==> src/rtl/seg_pkg.sv <==
// Shared types and constants for the four-digit seven-segment display path.
// Segment bytes are active-low with bit 7 = segment a down to bit 0 = decimal point.
package seg_pkg;

    typedef enum logic {S_BLANK, S_DRIVE} scan_state_t;

    typedef logic [1:0] digit_idx_t;
    typedef logic [7:0] seg_t;
    typedef seg_t [3:0] seg_frame_t;

    localparam int unsigned NUM_DIGITS = 4;
    localparam seg_t SEG_BLANK = 8'hFF;

    // Decimal digit glyphs 0..9 as used by the game FSMs.
    localparam seg_t SEG_DIGITS [10] = '{
        8'h03, 8'h9F, 8'h25, 8'h0D, 8'h99,
        8'h49, 8'h41, 8'h1F, 8'h01, 8'h09
    };

    function automatic seg_t seg_of_digit(input logic [3:0] d);
        seg_t r;
        r = SEG_BLANK;
        if (d < 4'd10) r = SEG_DIGITS[d];
        return r;
    endfunction

endpackage

==> src/rtl/seg_display_scheduler_dwell_counter.sv <==
// Loadable down-counter; tc_c flags the last cycle of the current interval.
module dwell_counter #(
    parameter int unsigned     W         = 4,
    parameter logic [W-1:0]    RST_VALUE = '0
) (
    input  logic         clk,
    input  logic         rst,
    input  logic         load,
    input  logic [W-1:0] load_value,
    output logic         tc_c
);

    logic [W-1:0] count_q;

    always_ff @(posedge clk or posedge rst) begin
        if (rst) begin
            count_q <= RST_VALUE;
        end else if (load) begin
            count_q <= load_value;
        end else if (count_q != '0) begin
            count_q <= count_q - W'(1);
        end
    end

    assign tc_c = (count_q == '0);

endmodule

==> src/rtl/seg_display_scheduler.sv <==
// Time-multiplexed scan of a four-digit seven-segment display with blanking
// gaps and a double-buffered frame that only commits on frame boundaries.
module seg_display_scheduler
    import seg_pkg::*;
#(
    parameter int unsigned DWELL_CYCLES = 4096,
    parameter int unsigned BLANK_CYCLES = 16
) (
    input  logic       clk,
    input  logic       rst,
    input  logic       en,
    input  logic       load,
    input  logic [7:0] digitA,
    input  logic [7:0] digitB,
    input  logic [7:0] digitC,
    input  logic [7:0] digitD,
    output logic [7:0] sevenSegmentDisplay,
    output logic       displayA,
    output logic       displayB,
    output logic       displayC,
    output logic       displayD,
    output logic       update_pending,
    output logic       frame_done
);

    localparam int unsigned MAX_CYCLES = (DWELL_CYCLES > BLANK_CYCLES) ? DWELL_CYCLES : BLANK_CYCLES;
    localparam int unsigned CNT_W      = $clog2(MAX_CYCLES + 1);
    localparam logic [CNT_W-1:0] DWELL_LOAD = CNT_W'(DWELL_CYCLES - 1);
    localparam logic [CNT_W-1:0] BLANK_LOAD = CNT_W'(BLANK_CYCLES - 1);

    scan_state_t      state_q, nxt_state;
    digit_idx_t       idx_q, nxt_idx;
    logic             cnt_load;
    logic [CNT_W-1:0] cnt_value;
    logic             tc_c;
    logic             boundary;

    seg_frame_t       active_q, pending_q, din;
    seg_t             seg_d, seg_q;
    logic [3:0]       disp_n_d, disp_n_q;
    logic             frame_done_d, frame_done_q, pending_flag_q;

    assign din = {digitD, digitC, digitB, digitA};

    dwell_counter #(
        .W         (CNT_W),
        .RST_VALUE (BLANK_LOAD)
    ) u_dwell (
        .clk        (clk),
        .rst        (rst),
        .load       (cnt_load),
        .load_value (cnt_value),
        .tc_c       (tc_c)
    );

    always_ff @(posedge clk or posedge rst) begin
        if (rst) begin
            state_q <= S_BLANK;
            idx_q   <= '0;
        end else begin
            state_q <= nxt_state;
            idx_q   <= nxt_idx;
        end
    end

    // Next scan position; disabling parks the scan where reset leaves it.
    always_comb begin
        nxt_state    = state_q;
        nxt_idx      = idx_q;
        cnt_load     = 1'b0;
        cnt_value    = '0;
        boundary     = 1'b0;
        seg_d        = SEG_BLANK;
        disp_n_d     = 4'hF;
        frame_done_d = 1'b0;

        if (!en) begin
            nxt_state = S_BLANK;
            nxt_idx   = '0;
            cnt_load  = 1'b1;
            cnt_value = BLANK_LOAD;
        end else if (tc_c) begin
            cnt_load = 1'b1;
            if (state_q == S_BLANK) begin
                nxt_state = S_DRIVE;
                cnt_value = DWELL_LOAD;
            end else begin
                nxt_state = S_BLANK;
                nxt_idx   = digit_idx_t'(idx_q + 2'd1);
                cnt_value = BLANK_LOAD;
                boundary  = (idx_q == digit_idx_t'(NUM_DIGITS - 1));
            end
        end

        // Active buffer never changes on an edge that enters S_DRIVE.
        if (nxt_state == S_DRIVE) begin
            seg_d    = active_q[nxt_idx];
            disp_n_d = ~(4'b0001 << nxt_idx);
        end
        frame_done_d = boundary;
    end

    always_ff @(posedge clk or posedge rst) begin
        if (rst) begin
            seg_q        <= SEG_BLANK;
            disp_n_q     <= 4'hF;
            frame_done_q <= 1'b0;
        end else begin
            seg_q        <= seg_d;
            disp_n_q     <= disp_n_d;
            frame_done_q <= frame_done_d;
        end
    end

    // A load landing on the boundary bypasses the pending buffer.
    always_ff @(posedge clk or posedge rst) begin
        if (rst) begin
            active_q       <= {NUM_DIGITS{SEG_BLANK}};
            pending_q      <= {NUM_DIGITS{SEG_BLANK}};
            pending_flag_q <= 1'b0;
        end else if (load) begin
            if (boundary) begin
                active_q       <= din;
                pending_flag_q <= 1'b0;
            end else begin
                pending_q      <= din;
                pending_flag_q <= 1'b1;
            end
        end else if (boundary && pending_flag_q) begin
            active_q       <= pending_q;
            pending_flag_q <= 1'b0;
        end
    end

    assign sevenSegmentDisplay = seg_q;
    assign displayA            = disp_n_q[0];
    assign displayB            = disp_n_q[1];
    assign displayC            = disp_n_q[2];
    assign displayD            = disp_n_q[3];
    assign update_pending      = pending_flag_q;
    assign frame_done          = frame_done_q;

endmodule

==> config.mk <==
export PLATFORM = sky130hd
export DESIGN_NAME = seg_display_scheduler
export DESIGN_NICKNAME = d
export VERILOG_FILES = /design/src/rtl/seg_pkg.sv /design/src/rtl/seg_display_scheduler_dwell_counter.sv /design/src/rtl/seg_display_scheduler.sv
export SDC_FILE = /design/constraint.sdc
export NUM_CORES = 1
export LEC_CHECK = 0
export BUFFER_PORTS_ARGS = -buffer_cell sky130_fd_sc_hd__buf_2
export CELL_PAD_IN_SITES_DETAIL_PLACEMENT = 1
export CELL_PAD_IN_SITES_GLOBAL_PLACEMENT = 1
export CORE_ASPECT_RATIO = 0.5
export CORE_MARGIN = 3
export CORE_UTILIZATION = 42
export DETAILED_ROUTE_END_ITERATION = 10
export GPL_ROUTABILITY_DRIVEN = 0
export MAX_ROUTING_LAYER = met4
export PLACE_DENSITY = 0.78
export SETUP_SLACK_MARGIN = 0.5
export SYNTH_ARGS = -nofsm -noshare
export SYNTH_HDL_FRONTEND = slang
export SYNTH_HIERARCHICAL = 1
export SYNTH_SLANG_ARGS = --single-unit
==> constraint.sdc <==
create_clock -name clk -period 2.6 [get_ports clk]
set_input_delay 0.52 -clock clk [delete_from_list [all_inputs] [get_ports clk]]
set_output_delay 0.52 -clock clk [all_outputs]
set_load 0.005 [all_outputs]
# Word-level counts from Yosys, hierarchy flattened
# Cells that the tools add are included.
[classes]
addsub = 2
order_cmp = 1
eq_ne = 2
shift = 1
mux = 26
bitwise_logic = 2
n_reduce_logical = 7
[ops]
columns = ["cell", "n"]
rows = [
  ["2-to-1 mux 32 bit", 3],
  ["2-to-1 mux 12 bit", 3],
  ["2-to-1 mux 13 bit", 2],
  ["binary-select mux 8 bit (select 2 bit)", 1],
  ["2-to-1 mux 8 bit", 2],
  ["logical NOT 13 bit", 1],
  ["nonzero test 13 bit", 1],
  ["subtractor 13 x 1 -> 13 bit (second input constant)", 1],
  ["2-to-1 mux 1 bit", 11],
  ["2-to-1 mux 2 bit", 3],
  ["2-to-1 mux 4 bit", 1],
  ["NOT 4 bit", 1],
  ["AND reduction 2 bit", 2],
  ["nonzero test 2 bit", 2],
  ["<< shifter 1 x 2 -> 4 bit (first input constant)", 1],
  ["< comparator 2 x 3 -> 1 bit (second input constant)", 1],
  ["adder 2 x 1 -> 2 bit (second input constant)", 1],
  ["== test 2 bit (second input constant)", 1],
  ["!= test 2 x 1 -> 1 bit (second input constant)", 1],
  ["logical AND 1 bit", 1],
  ["NOT 1 bit", 1],
]
[totals]
register_bits = 94
input_bits = 36
output_inout_bits = 14
wordCells = 56

# Depth between registers and ports, before layout
[depth]
word_depth = 7
mapped_depth = 11
ltp_nobuf = 9

# Cells and area by module
# Netlist, hierarchy kept.
[modules_own_cells]
columns = ["module", "n_inst", "cells_per_inst", "area_per_inst_um2", "seq_area_each_um2"]
rows = [
  ["seg_display_scheduler", 1, 293, 3594.7, 2122.0],
  ["dwell_counter", 1, 81, 815.8, 330.3],
]

# Worst setup path before layout
# OpenSTA, ideal clock, no wires.
[synth_path]
path_kind = "register -> register"
from = "register u_dwell.count_q[0]"
to = "register disp_n_q[3]"
setup_ns = 0.084
arrival_ns = 2.461
required_time_ns = 2.516
path_slack_ns = 0.054
path_stages_with_launch = 10
n_path_buf = 1
synth_period_minus_slack_ns = 2.546
path_cell_list = "dfstp_2 -> inv_1 -> ha_1 -> or4b_2 -> nor4_4 -> buf_6 -> ha_1 -> nor2b_1 -> o21ai_1 -> or2_2"
[synth_between]
word_cells_on_any_way = 8
classes_between = "1 x shift; 5 x mux; 1 x bitwise; 1 x reduce/logical"
[synth_rtl]
columns = ["item", "line_no", "rtl"]
rows = [
  ["start: declaration", "seg_display_scheduler_dwell_counter.sv:13", "logic [W-1:0] count_q;"],
  ["start signal: assignment", "seg_display_scheduler_dwell_counter.sv:19", "count_q <= load_value;"],
  ["start signal: assignment", "seg_display_scheduler_dwell_counter.sv:21", "count_q <= count_q - W'(1);"],
  ["logical NOT 13 bit", "seg_display_scheduler_dwell_counter.sv:25", "assign tc_c = (count_q == '0);"],
  ["named net tc_c", "seg_display_scheduler.sv:35", "logic tc_c;"],
  ["2-to-1 mux 1 bit", "seg_display_scheduler.sv:82", "end else if (tc_c) begin"],
  ["2-to-1 mux 1 bit", "seg_display_scheduler.sv:77", "if (!en) begin"],
  ["named net nxt_state", "seg_display_scheduler.sv:31", "scan_state_t state_q, nxt_state;"],
  ["2-to-1 mux 4 bit", "seg_display_scheduler.sv:96", "if (nxt_state == S_DRIVE) begin"],
  ["named net disp_n_d[3]", "seg_display_scheduler.sv:40", "logic [3:0] disp_n_d, disp_n_q;"],
  ["end signal: assignment", "seg_display_scheduler.sv:110", "disp_n_q <= disp_n_d;"],
  ["end: declaration", "seg_display_scheduler.sv:40", ""],
]
# The timed path passes the listed nets, and every way through them passes these cells.
# A chain may end at the register's enable or synchronous reset.

# Worst setup path in the final report
[layout_path]
from = "register u_dwell.count_q[1]"
to = "register seg_q[6] (netlist: sevenSegmentDisplay[6])"
[layout_between]
elab_chain_cells = 6
word_cells_on_any_way = 8
classes_between = "7 x mux; 1 x reduce/logical"
[layout_rtl]
columns = ["item", "line_no", "rtl"]
rows = [
  ["logical NOT 13 bit", "seg_display_scheduler_dwell_counter.sv:25", ""],
  ["named net tc_c", "seg_display_scheduler.sv:35", ""],
  ["2-to-1 mux 2 bit", "seg_display_scheduler.sv:82", ""],
  ["2-to-1 mux 2 bit", "seg_display_scheduler.sv:77", ""],
  ["named net nxt_idx[0]", "seg_display_scheduler.sv:32", "digit_idx_t idx_q, nxt_idx;"],
  ["binary-select mux 8 bit (select 2 bit)", "seg_display_scheduler.sv:97", "seg_d = active_q[nxt_idx];"],
  ["2-to-1 mux 8 bit (not written as such)", "seg_display_scheduler.sv:97", ""],
  ["2-to-1 mux 8 bit", "seg_display_scheduler.sv:96", ""],
  ["named net seg_d[6]", "seg_display_scheduler.sv:39", "seg_t seg_d, seg_q;"],
  ["end signal: assignment", "seg_display_scheduler.sv:109", "seg_q <= seg_d;"],
  ["end: declaration", "seg_display_scheduler.sv:39", ""],
]
# The timed path passes the listed nets, and every way through them passes these cells. The select of a mux whose other input is x is not followed.

==> results_dict.tcl <==
set metrics [dict create \
    outcome "completed" \
    period_minus_slack_ns 2.536 \
    synth_edf_count 0 \
    fill_cells 995 \
    numPortBuffers 49 \
    drtIter0Drc 179 \
    dieArea_um2 11840 \
    setup_viol 0 \
    synth_area_leaders "dfstp_2 48%, dfrtp_1 7.9%, mux2_2 7.9%" \
    core-area_um2 9822 \
    vdd_drop_max_mv 0.2928 \
    yosys_warnings 6 \
    synthAdderAreaFrac_pct 1.135 \
    final_antenna_net_count 0 \
    syn_to_final_growth_pct 38.21 \
    cap_viol_max_count 0 \
    dp_hpwl_mm 7.015 \
    syn_area_per_cell_um2 11.79 \
    first_pass_iters 5 \
    synth_top_family_by_area "multiplexers" \
    cts_tree "done" \
    dp.cells 551 \
    final_core_util_pct 62.06 \
    worst_pin_slew_ns 0.6962 \
    vias 3414 \
    yosysSeqAreaShare_pct 55.60 \
    cp.arrival_ns 2.80 \
    hold_viol 0 \
    fmax_ghz 0.3944 \
    synth.distinct_cells 49 \
    clock_skew_ns 0.01554 \
    cp.required_ns 2.86 \
    nets 499 \
    yosys.area.top_type "dfstp_2" \
    cts_max_level 3 \
    grt_start_max_net_pins 33 \
    cp_max_fo 8 \
    initial_utilization_pct 44.90 \
    synth-xor-area-share_pct 1.191 \
    num_antenna_cells 0 \
    synthFlopType "dfstp_2" \
    yosys.area_share.simple_pct 11.01 \
    antenna_found_initial 0 \
    wl_mm 15.20 \
    vias_per_cell 5.709 \
    clock-sinks 94 \
    mostFrequentLayoutCells "80 x dfstp_2, 49 x buf_2, 32 x mux2_4, 32 x mux2i_1" \
    rsz0062_at_grt "yes" \
    slew_headroom_pct 53.49 \
    io_pins 50 \
    clockBufferDepth 2 \
    synth_compound_area_share_pct 10.52 \
    syn_inst 374 \
    netlist_area_um2 4410 \
    muxShareOfSynthArea_pct 15.94 \
    synthesis.nets 414 \
    clk_latency_ns 0.36 \
    die_w_um 150.9 \
    grt_overflow 0 \
    stdcell_count 598 \
    die_h_um 78.46 \
    layout_commonest_cell "dfstp_2" \
    path_clk_slew_ns 0.07 \
    hold_path.class "input pin to asynchronous set/reset pin" \
    drc 0 \
    cts_buffers 9 \
    drive_gt1_share_pct 64.36 \
    synthArstFlopShare_pct 100.0 \
    critPathLaunchType "flop" \
    ys_seq_elements 94 \
    wl_per_cell_um 25.41 \
    slew_viol_final 0 \
    synth_top_area_share_pct 47.66 \
    powerDensity_nw_per_um2 667.8 \
    crit_path_end_kind "flop" \
    grt_pass1_wl_mm 20.26 \
    p_leak_uw 0.002563 \
    timing.final.crit_share_pct 97.53 \
    grt_use_total_pct 23.14 \
    root_buffer "clkbuf_16" \
    fp-row-count 25 \
    grt_pass1_vias 3625 \
    critPathKind "flop to flop" \
]
==> metal layers <==
layer	GRT usage (%)	vias up	share of wire (%)
li1	-	1488	-
met1	29.58	1789	43
met2	37.48	109	49
met3	4.614	28	6.1
met4	7.143	0	2.1
met5	-	-	0
==> stage by stage <==
step / setup TNS (ns) / setup slack [ns] / area (µm²) / hold slack [ns] / total power (µW)
final: 0 / 0.06421 / 6096 / 0.2622 / 4071
after global routing: 0 / 0.01815 / 6096 / 0.2965 / 4235
after CTS: 0 / 0.2633 / 5550 / 0.2700 / 3896
after detailed placement: -1.021 / -0.09705 / 4860 / 0.4652 / 2519
after global placement: -0.2975 / -0.06340 / 4860 / 0.4581 / 2483
after floorplan: 0 / 0.1586 / 4459 / 0.3941 / 2308
==> cell type report <==
cell class	instances	area [µm²]	share of cell area, %
Tap cell	135	168.9	2.771
Clock buffer	13	270.3	4.433
Multi-Input combinational cell	250	2228	36.56
Timing Repair Buffer	96	919.6	15.09
Sequential cell	94	2454	40.25
Clock inverter	2	16.27	0.2668
Inverter	8	38.79	0.6363
==> Yosys cell counts (2+ instances only) <==
master and instances:
o21a_1 3, nor3_1 3, o31ai_1 5, or4_1 3, clkbuf_1 4, a22o_1 2, mux2_2 31, a221oi_1 2
buf_6 9, mux2_1 3, dfrtp_1 14, ha_1 4, xor2_1 2, buf_2 9, nor2_1 36, or3_1 3
inv_1 7, dfstp_2 80, xnor2_1 4, a32oi_1 8, a21oi_1 42, nand2b_1 2, a22oi_1 2, nor2b_1 7
o41ai_1 2, o21ai_0 2, mux2i_1 32, nand2_1 32
==> registers in the layout, summed over array words and instances (netlist names) <==
signal	count
sevenSegmentDisplay	8
active_q	32
disp_n_q	4
u_dwell/count_q	13
idx_q	2
frame_done	1
state_q	1
pending_q	32
update_pending	1
==> power by group <==
group / internal [µW] / switching, µW
Clock: 725 / 593
Sequential: 1690 / 129
Combinational: 474 / 462
Total: 2890 / 1180
==> kinds of logic after synthesis <==
kind of cell    count (synthesis)
compound gates                 73
simple gates                   99
xor+xnor                        6
fa+ha+maj                       4
flops                          94
buf+inv                        31
other cells                     1
mux                            66
==> critical path, stage by stage, from the launching register on <==
cell and delay (ns):
dfstp_2 0.55, inv_2 0.06, ha_4 0.15, or4b_4 0.20
nor4_4 0.03, buf_6 0.15, a21boi_1 0.54, o21a_2 0.31
nor2b_4 0.07, buf_6 0.14, a32oi_1 0.24
==> what timing repair did <==
action	in CTS	in global routing
pin swaps	7	8
cloned	5	7
endpoints found under the setup margin	92	91
buffers inserted	13	7
endpoints found under the hold margin	0	0
gates resized for setup	48	83
hold buffers	0	0
==> path summary, 6_finish.rpt <==
path | slack [ns] | endpoint | depth (start not counted) | startpoint
max | 0.06 | sevenSegmentDisplay[6]$_DFF_PP1_ | 10 | u_dwell/count_q[1]$_DFFE_PP1P_
min | 0.26 | u_dwell/count_q[5]$_DFFE_PP0P_ | 2 | rst
max reg2reg | 0.06 | sevenSegmentDisplay[6]$_DFF_PP1_ | 10 | u_dwell/count_q[1]$_DFFE_PP1P_
min reg2reg | 0.47 | sevenSegmentDisplay[3]$_DFF_PP1_ | 2 | active_q[11]$_DFFE_PP1P_
max in group asynchronous | 1.63 | active_q[26]$_DFFE_PP1P_ | 3 | rst
min in group clk | 0.42 | pending_q[8]$_DFFE_PP1P_ | 2 | digitB[0]
No activity file was read; power rests on OpenSTA's default activity.
